### src/rtl/mux_pkt_arbiter_if.sv
// Handshake bundle between the two mux inputs, the downstream port and the packet arbiter.
// The master side drives flit valid/type/VC and ordy; the slave (arbiter) returns select and status.
interface mux_pkt_arbiter_if #(
    parameter int unsigned TYPEW = 2,
    parameter int unsigned VCHW  = 1,
    parameter int unsigned CNTW  = 7
);
    logic             ivalid_0;
    logic [TYPEW-1:0] itype_0;
    logic [VCHW-1:0]  ivch_0;
    logic             ivalid_1;
    logic [TYPEW-1:0] itype_1;
    logic [VCHW-1:0]  ivch_1;
    logic             ordy;

    logic [1:0]       sel;
    logic             grant_0;
    logic             grant_1;
    logic [VCHW-1:0]  ovch;
    logic             busy;
    logic             err;
    logic [CNTW-1:0]  flit_cnt;

    modport master (
        output ivalid_0, itype_0, ivch_0,
        output ivalid_1, itype_1, ivch_1,
        output ordy,
        input  sel, grant_0, grant_1, ovch, busy, err, flit_cnt
    );

    modport slave (
        input  ivalid_0, itype_0, ivch_0,
        input  ivalid_1, itype_1, ivch_1,
        input  ordy,
        output sel, grant_0, grant_1, ovch, busy, err, flit_cnt
    );
endinterface

### src/rtl/mux_pkt_arbiter.sv
// Wormhole packet arbiter for a 2:1 router output mux: locks the select from HEAD to TAIL,
// alternates priority between packets and breaks stalled locks with an idle watchdog.
module mux_pkt_arbiter #(
    parameter int unsigned TYPEW = 2,
    parameter int unsigned VCHW  = 1,
    parameter int unsigned TOUT  = 64,
    parameter int unsigned CNTW  = 7
) (
    input logic              clk,
    input logic              rst_,
    mux_pkt_arbiter_if.slave bus
);

    localparam logic [TYPEW-1:0] TypeHead = TYPEW'(2'b01);
    localparam logic [TYPEW-1:0] TypeTail = TYPEW'(2'b11);
    localparam logic [CNTW-1:0]  CntMax   = {CNTW{1'b1}};
    localparam logic [CNTW-1:0]  ToutCnt  = CNTW'(TOUT);

    typedef enum logic [1:0] {
        StIdle  = 2'd0,
        StLock0 = 2'd1,
        StLock1 = 2'd2
    } state_e;

    state_e          state_q, state_d;
    logic [1:0]      sel_q, sel_d;
    logic [VCHW-1:0] ovch_q, ovch_d;
    logic [CNTW-1:0] flit_cnt_q, flit_cnt_d;
    logic [CNTW-1:0] wdog_q, wdog_d;
    logic            ptr_q, ptr_d;

    logic             req_0, req_1;
    logic             lock_in1;
    logic             cur_valid;
    logic [TYPEW-1:0] cur_type;
    logic             cur_grant;
    logic [CNTW-1:0]  wdog_inc;
    logic             grant_0, grant_1;
    logic             err_c;

    assign req_0 = bus.ivalid_0 && (bus.itype_0 == TypeHead);
    assign req_1 = bus.ivalid_1 && (bus.itype_1 == TypeHead);

    always_comb begin
        state_d    = state_q;
        sel_d      = sel_q;
        ovch_d     = ovch_q;
        flit_cnt_d = flit_cnt_q;
        wdog_d     = wdog_q;
        ptr_d      = ptr_q;
        lock_in1   = 1'b0;
        cur_valid  = 1'b0;
        cur_type   = '0;
        cur_grant  = 1'b0;
        wdog_inc   = wdog_q + CNTW'(1);
        grant_0    = 1'b0;
        grant_1    = 1'b0;
        err_c      = 1'b0;

        unique case (state_q)
            StIdle: begin
                // Input 0 wins when alone or when both request and the pointer favours it.
                if (req_0 && (!req_1 || !ptr_q)) begin
                    state_d    = StLock0;
                    sel_d      = 2'b01;
                    ovch_d     = bus.ivch_0;
                    flit_cnt_d = '0;
                    wdog_d     = '0;
                end else if (req_1) begin
                    state_d    = StLock1;
                    sel_d      = 2'b10;
                    ovch_d     = bus.ivch_1;
                    flit_cnt_d = '0;
                    wdog_d     = '0;
                end
            end

            StLock0, StLock1: begin
                lock_in1  = (state_q == StLock1);
                cur_valid = lock_in1 ? bus.ivalid_1 : bus.ivalid_0;
                cur_type  = lock_in1 ? bus.itype_1 : bus.itype_0;
                cur_grant = cur_valid && bus.ordy;
                grant_0   = cur_grant && !lock_in1;
                grant_1   = cur_grant && lock_in1;

                if (cur_grant) begin
                    wdog_d = '0;
                    if (flit_cnt_q != CntMax) begin
                        flit_cnt_d = flit_cnt_q + CNTW'(1);
                    end
                    if (cur_type == TypeTail) begin
                        state_d = StIdle;
                        sel_d   = 2'b00;
                        ptr_d   = !lock_in1;
                    end else if ((cur_type == TypeHead) && (flit_cnt_q != '0)) begin
                        // Stray HEAD inside a packet: flag it but keep the lock.
                        err_c = 1'b1;
                    end
                end else if (!cur_valid) begin
                    // Only a silent sender ages the watchdog; back-pressure does not.
                    if (wdog_inc == ToutCnt) begin
                        err_c   = 1'b1;
                        state_d = StIdle;
                        sel_d   = 2'b00;
                        wdog_d  = '0;
                        ptr_d   = !lock_in1;
                    end else begin
                        wdog_d = wdog_inc;
                    end
                end
            end

            default: begin
                state_d = StIdle;
                sel_d   = 2'b00;
            end
        endcase

        if (!rst_) begin
            grant_0 = 1'b0;
            grant_1 = 1'b0;
            err_c   = 1'b0;
        end
    end

    always_ff @(posedge clk) begin
        if (!rst_) begin
            state_q    <= StIdle;
            sel_q      <= 2'b00;
            ovch_q     <= '0;
            flit_cnt_q <= '0;
            wdog_q     <= '0;
            ptr_q      <= 1'b0;
        end else begin
            state_q    <= state_d;
            sel_q      <= sel_d;
            ovch_q     <= ovch_d;
            flit_cnt_q <= flit_cnt_d;
            wdog_q     <= wdog_d;
            ptr_q      <= ptr_d;
        end
    end

    assign bus.sel      = sel_q;
    assign bus.grant_0  = grant_0;
    assign bus.grant_1  = grant_1;
    assign bus.ovch     = ovch_q;
    assign bus.busy     = (state_q != StIdle);
    assign bus.err      = err_c;
    assign bus.flit_cnt = flit_cnt_q;

endmodule

### src/flat_wrapper.sv
// flat-port wrapper written by rule: the top's interface ports become plain ports
module mux_pkt_arbiter_flat 
#(
    parameter int unsigned TYPEW = 2,
    parameter int unsigned VCHW  = 1,
    parameter int unsigned TOUT  = 64,
    parameter int unsigned CNTW  = 7
)
  (clk, rst_, bus_ivalid_0, bus_itype_0, bus_ivch_0, bus_ivalid_1, bus_itype_1, bus_ivch_1, bus_ordy, bus_sel, bus_grant_0, bus_grant_1, bus_ovch, bus_busy, bus_err, bus_flit_cnt);
  mux_pkt_arbiter_if #(.TYPEW(TYPEW), .VCHW(VCHW), .CNTW(CNTW)) bus_i ();
  input logic clk;
  input logic rst_;
  input wire logic [$bits(bus_i.ivalid_0)-1:0] bus_ivalid_0;
  input wire logic [$bits(bus_i.itype_0)-1:0] bus_itype_0;
  input wire logic [$bits(bus_i.ivch_0)-1:0] bus_ivch_0;
  input wire logic [$bits(bus_i.ivalid_1)-1:0] bus_ivalid_1;
  input wire logic [$bits(bus_i.itype_1)-1:0] bus_itype_1;
  input wire logic [$bits(bus_i.ivch_1)-1:0] bus_ivch_1;
  input wire logic [$bits(bus_i.ordy)-1:0] bus_ordy;
  output wire logic [$bits(bus_i.sel)-1:0] bus_sel;
  output wire logic [$bits(bus_i.grant_0)-1:0] bus_grant_0;
  output wire logic [$bits(bus_i.grant_1)-1:0] bus_grant_1;
  output wire logic [$bits(bus_i.ovch)-1:0] bus_ovch;
  output wire logic [$bits(bus_i.busy)-1:0] bus_busy;
  output wire logic [$bits(bus_i.err)-1:0] bus_err;
  output wire logic [$bits(bus_i.flit_cnt)-1:0] bus_flit_cnt;
  assign bus_i.ivalid_0 = bus_ivalid_0;
  assign bus_i.itype_0 = bus_itype_0;
  assign bus_i.ivch_0 = bus_ivch_0;
  assign bus_i.ivalid_1 = bus_ivalid_1;
  assign bus_i.itype_1 = bus_itype_1;
  assign bus_i.ivch_1 = bus_ivch_1;
  assign bus_i.ordy = bus_ordy;
  assign bus_sel = bus_i.sel;
  assign bus_grant_0 = bus_i.grant_0;
  assign bus_grant_1 = bus_i.grant_1;
  assign bus_ovch = bus_i.ovch;
  assign bus_busy = bus_i.busy;
  assign bus_err = bus_i.err;
  assign bus_flit_cnt = bus_i.flit_cnt;
  mux_pkt_arbiter #(.TYPEW(TYPEW), .VCHW(VCHW), .TOUT(TOUT), .CNTW(CNTW)) u_core (.clk(clk), .rst_(rst_), .bus(bus_i));
endmodule
### config.mk
export PLATFORM = sky130hd
export DESIGN_NAME = mux_pkt_arbiter_flat
export DESIGN_NICKNAME = d
export VERILOG_FILES = /design/src/rtl/mux_pkt_arbiter_if.sv /design/src/rtl/mux_pkt_arbiter.sv /design/src/flat_wrapper.sv
export SDC_FILE = /design/constraint.sdc
export NUM_CORES = 1
export LEC_CHECK = 0
export BUFFER_PORTS_ARGS = -buffer_cell sky130_fd_sc_hd__buf_2
export CAP_MARGIN = 10
export CORE_UTILIZATION = 53
export CTS_CLUSTER_SIZE = 30
export DETAILED_ROUTE_END_ITERATION = 6
export PLACE_DENSITY_LB_ADDON = 0.12
export SLEW_MARGIN = 10
export SYNTH_ARGS = -nofsm -noshare
export SYNTH_HDL_FRONTEND = slang
export SYNTH_SLANG_ARGS = --single-unit
### constraint.sdc
create_clock -name clk -period 2.6 [get_ports clk]
set_clock_uncertainty 0.2 [all_clocks]
set_input_delay 0 -clock clk [delete_from_list [all_inputs] [get_ports clk]]
set_output_delay 0 -clock clk [all_outputs]
set_load 0.01 [all_outputs]
# Word level (Yosys, flattened, before mapping)
# Cells that the tools add are included.
[word_totals]
register_bits = 18
latchBits = 0
ramBits = 0
romBits = 0
in_bits = 11
out_inout_bits = 14
elab_cells = 81
n_memories = 0
[classes]
addsub = 2
n_mul = 0
div_mod_pow = 0
order_cmp = 0
n_eq_ne = 16
shifts = 0
muxes = 35
bitwise = 0
reduce_logical = 23
[op_table]
columns = ["operator", "count"]
rows = [
  ["$mux W7", 7],
  ["$pmux W7 S2", 2],
  ["$mux W1", 18],
  ["$add A7 B1 Y7 const B", 2],
  ["$mux W2", 7],
  ["$reduce_and A4 Y1", 3],
  ["$eq A2 B1 Y1 const B", 4],
  ["$reduce_bool A2 Y1", 4],
  ["$eq A7 B7 Y1 const B", 1],
  ["$logic_and A1 B1 Y1", 7],
  ["$ne A7 B7 Y1 const B", 1],
  ["$reduce_bool A7 Y1", 1],
  ["$ne A3 B1 Y1 const B", 2],
  ["$ne A3 B3 Y1 const B", 2],
  ["$eq A2 B2 Y1 const B", 2],
  ["$ne A2 B1 Y1 const B", 2],
  ["$ne A2 B2 Y1 const B", 2],
  ["$pmux W2 S2", 1],
  ["$logic_not A1 Y1", 3],
  ["$reduce_and A3 Y1", 1],
  ["$logic_not A2 Y1", 1],
  ["$reduce_and A2 Y1", 1],
  ["$reduce_or A2 Y1", 1],
  ["$logic_or A1 B1 Y1", 1],
]

# Depth between registers and ports, before layout
[depth]
word_depth = 9
depth_mapped = 9
mapped_depth_nobuf = 7

# Worst setup path before layout
# No wires, ideal clock.
[synth_path]
path_kind = "register -> register"
start = "register u_core.state_q[0]"
end = "register u_core.flit_cnt_q[5] (netlist: u_core.bus.flit_cnt[5])"
setup_ps = 70
arrival_ps = 1841
t_required_ps = 2330
setup_slack_ps = 489
path_stages_with_launch = 10
path_buffers = 2
path_cell_list = "dfxtp_1 inv_1 ha_1 buf_6 mux2i_2 o21ai_2 nand3_2 buf_6 or3_1 a21oi_1"
[synth_via]
elab_chain_cells = 5
elab_cells_between_ends = 12
classes_between = "5 x eq/ne; 2 x mux; 5 x reduce/logical"
[synth_lines]
columns = ["item", "line", "rtl"]
rows = [
  ["start, declared", "mux_pkt_arbiter.sv:25", "state_e state_q, state_d;"],
  ["start signal, assigned", "mux_pkt_arbiter.sv:128", "state_q <= StIdle;"],
  ["start signal, assigned", "mux_pkt_arbiter.sv:135", "state_q <= state_d;"],
  ["$eq A2 B2 Y1", "mux_pkt_arbiter.sv:60, mux_pkt_arbiter.sv:79", ""],
  ["$mux W1", "mux_pkt_arbiter.sv:80", "cur_valid = lock_in1 ? bus.ivalid_1 : bus.ivalid_0;"],
  ["$logic_and A1 B1 Y1", "mux_pkt_arbiter.sv:82", "cur_grant = cur_valid && bus.ordy;"],
  ["$ne A2 B1 Y1 (no line)", "n/a", ""],
  ["$reduce_and A4 Y1 (no line)", "n/a", ""],
  ["end signal, assigned", "mux_pkt_arbiter.sv:138", "flit_cnt_q <= flit_cnt_d;"],
  ["end, declared", "mux_pkt_arbiter.sv:28", "logic [CNTW-1:0] flit_cnt_q, flit_cnt_d;"],
]
# Several ways; a longest one is shown, not always the timed one.
# A chain may end at the register's enable or synchronous reset.

# Worst setup path in the final report
[layout_path]
start = "input port bus_ivalid_1"
end = "register u_core.ovch_q (netlist: u_core.bus.ovch)"
[layout_via]
elab_chain_cells = 6
elab_cells_between_ends = 7
classes_between = "1 x mux; 6 x reduce/logical"
[layout_lines]
columns = ["item", "line", "rtl"]
rows = [
  ["start, declared", "flat_wrapper.sv:16", "input wire logic [$bits(bus_i.ivalid_1)-1:0] bus_ivalid_1;"],
  ["$logic_and A1 B1 Y1 (*)", "mux_pkt_arbiter.sv:42", "assign req_1 = bus.ivalid_1 && (bus.itype_1 == TypeHead);"],
  ["$logic_not A1 Y1", "mux_pkt_arbiter.sv:63", "if (req_0 && (!req_1 || !ptr_q)) begin"],
  ["$logic_or A1 B1 Y1", "mux_pkt_arbiter.sv:63", ""],
  ["$logic_and A1 B1 Y1", "mux_pkt_arbiter.sv:63", ""],
  ["$reduce_bool A2 Y1 (no line)", "n/a", ""],
  ["$reduce_and A2 Y1 (no line)", "n/a", ""],
  ["end signal, assigned", "mux_pkt_arbiter.sv:137", "ovch_q <= ovch_d;"],
  ["end, declared", "mux_pkt_arbiter.sv:27", "logic [VCHW-1:0] ovch_q, ovch_d;"],
]
# Mark *: on every way between the ends. The rest lies on a longest branch, timed or not.

==> impl_metrics.ini <==
[route]
drt-wirelength-per-cell_um = 14.2
vias = 1266
detail-route-antenna-nets = 0
drt_iter0_drc = 68
firstDrtPassIters = 4
vias_per_cell = 6.06
wl_mm = 2.96
drc = 0

[timing]
fin_tns_setup_ns = 0
fmax_mhz = 392
finalSetupViolCount = 0
fin_crit_ns = 2.55
slew_viol_final = 0
min_period_over_period = 0.982
worst_pin_slew_ns = 0.692
hold_viol_final = 0
rsz0062_at_grt = no
relSlewSlack = 0.536

[cts]
clkLatencyLatePin_ns = 0.30
post_cts_buffers = 0
htree_num_levels = 1
cts_resized = 0
cts_buffers = 3
holdBufCountCts = 6
cts.sinks = 18
cts_root_buf = clkbuf_4
cts.clk_slew.worst_paths_ns = 0.11
cts_buffer_depth = 2
cts_tree = yes

[synth]
seq_area_frac_synth = 0.298
syn-num-nets = 170
synth.distinct_cells = 43
avgSynthCellArea_um2 = 7.89
ys_ff_latch = 18
yosys_warnings = 0
synth_area_um2 = 1210
syn_inst = 153

[grt]
grt_pass1_wl_mm = 4.90
grt_max_degree = 17
overflow = 0
grt_antenna_before_repair = 0
grt_pass1_vias = 1115
track_usage = 0.255

[die]
fp.dieH_um = 49.7
start_util = 0.591
die_area_um2 = 2470
core_area_um2 = 2040
pin_count = 25
num_rows = 16
die_w_um = 49.7

[status]
status = completed

[finish]
n_antenna_cell = 0
final_cell_mix = 24 x buf_2, 18 x nand3_1, 18 x dfxtp_1
syn2layout_area_growth_pct = 17.9
drive_above_1_share = 0.192
final_area_um2 = 1420
final_common_cell = buf_2
nNetsFinal = 200

[power_and_ir_drop]
leakagePower_nw = 0.569
power_density_nw_per_um2 = 426
peakVddDrop_mv = 0.370

[job]
cap_viol_max_count = 0

[worst_hold_path]
min_path_type = input port to flip-flop

[placed_design]
placed_cell_area_um2 = 1330
portBuffers = 24
place_congestion = 0.886
hpwl_mm = 2.16

[worst_setup_path]
cp-start-kind = input port
arrival_ns = 2.60
critical_path.endpoint_type = flip-flop
path_max_fanout = 6
crit_required_ns = 2.65
worst-setup-path-type = input port to flip-flop
[layout make-up]
type                       count  area (um^2)
fill                         191          618
sequential                    18          360
timing repair buffer          30          180
tap                           27         33.8
multi-input combinational    119          772
inverter                      11         41.3
clock buffer                   4         36.3
[path summary, 6_finish.rpt]
check	slack [ns]	from	depth (start not counted)	endpoint
worst min-delay path	0.05	bus_ivalid_0	4	u_core.wdog_q[2]
worst min register to register	0.29	u_core.wdog_q[5]	2	u_core.wdog_q[5]
worst max register to register	0.16	u_core.ptr_q	5	u_core.bus.ovch
worst max-delay path	0.05	bus_ivalid_1	7	u_core.bus.ovch
[cells in the mapped netlist]
master / instances / share of area
o21ba_2: 1 / 0.0083
nor3_1: 2 / 0.0083
o211ai_1: 2 / 0.012
o21ai_2: 1 / 0.0073
o21ai_0: 9 / 0.037
mux2i_2: 1 / 0.011
dfxtp_1: 18 / 0.30
o32ai_1: 2 / 0.015
a21oi_1: 11 / 0.046
mux2_2: 1 / 0.0093
o311ai_0: 1 / 0.0073
or3_1: 6 / 0.031
nor4_1: 2 / 0.010
nand3_2: 1 / 0.0083
and3_1: 4 / 0.021
mux2i_1: 1 / 0.0083
o21ai_1: 1 / 0.0041
o31ai_1: 1 / 0.0062
or4b_2: 1 / 0.0083
o2111ai_1: 1 / 0.0073
o2bb2ai_1: 1 / 0.0073
o21a_1: 2 / 0.012
clkbuf_1: 3 / 0.0093
nand3b_1: 4 / 0.025
a31oi_1: 2 / 0.010
nand2_1: 12 / 0.037
a41oi_1: 1 / 0.0073
nand3_1: 18 / 0.075
nor3b_1: 3 / 0.019
nor2b_1: 1 / 0.0052
nand4_1: 3 / 0.016
a211oi_1: 1 / 0.0062
a31oi_4: 1 / 0.018
nor2_1: 7 / 0.022
ha_1: 6 / 0.062
a22o_1: 2 / 0.015
and4_1: 1 / 0.0073
a311oi_1: 1 / 0.0073
nand2b_1: 2 / 0.010
a21boi_0: 1 / 0.0062
buf_6: 2 / 0.019
inv_1: 11 / 0.034
a21o_1: 1 / 0.0062
[routing by layer]
metal  up-vias  track usage  wire, um
li1        629            -         -
met4         0       0.0810        42
met3         8       0.0401       165
met1       587        0.339      1360
met5         -            0         0
met2        42        0.417      1400
[worst max-delay path: stages]
cell and delay [ns]:
dlygate4sd3_1 0.54, buf_2 0.17, a41oi_1 0.39, mux2i_1 0.13, dlygate4sd3_1 0.57, a311oi_1 0.24
dlygate4sd3_1 0.57
[per-stage QoR]
step	hold slack (ns)	setup WS [ns]	util	std cells	power [mW]
after detailed placement	0.164	0.242	0.650	199	0.424
after CTS	0.0389	0.0789	0.697	209	0.606
after global placement	0.157	0.365	0.650	199	0.420
final	0.0465	0.0464	0.697	209	0.606
after global routing	0.105	0.00975	0.697	209	0.631
after floorplan	-0.106	0.489	-	153	0.393
[power breakdown]
part | total (mW) | switching, mW | internal (mW)
registers | 0.286 | 0.00519 | 0.280
clock network | 0.176 | 0.0907 | 0.0854
logic | 0.145 | 0.0906 | 0.0539
total | 0.606 | 0.186 | 0.420
[cells by family after synthesis]
group,after synthesis,share of synthesized area
DFF,18,0.298
muxes,3,0.0290
buffers and inverters,16,0.0622
AOI/OAI and AO/OA,43,0.246
and+or+nand+nor,67,0.303
adders and majority gates,6,0.0622
[sequential cells by signal, indices dropped and copies added (netlist names)]
register and count:
u_core.bus.ovch 1, u_core.bus.flit_cnt 7, u_core.wdog_q 7, u_core.state_q 2, u_core.ptr_q 1
Power figures use the tool's default switching activity.
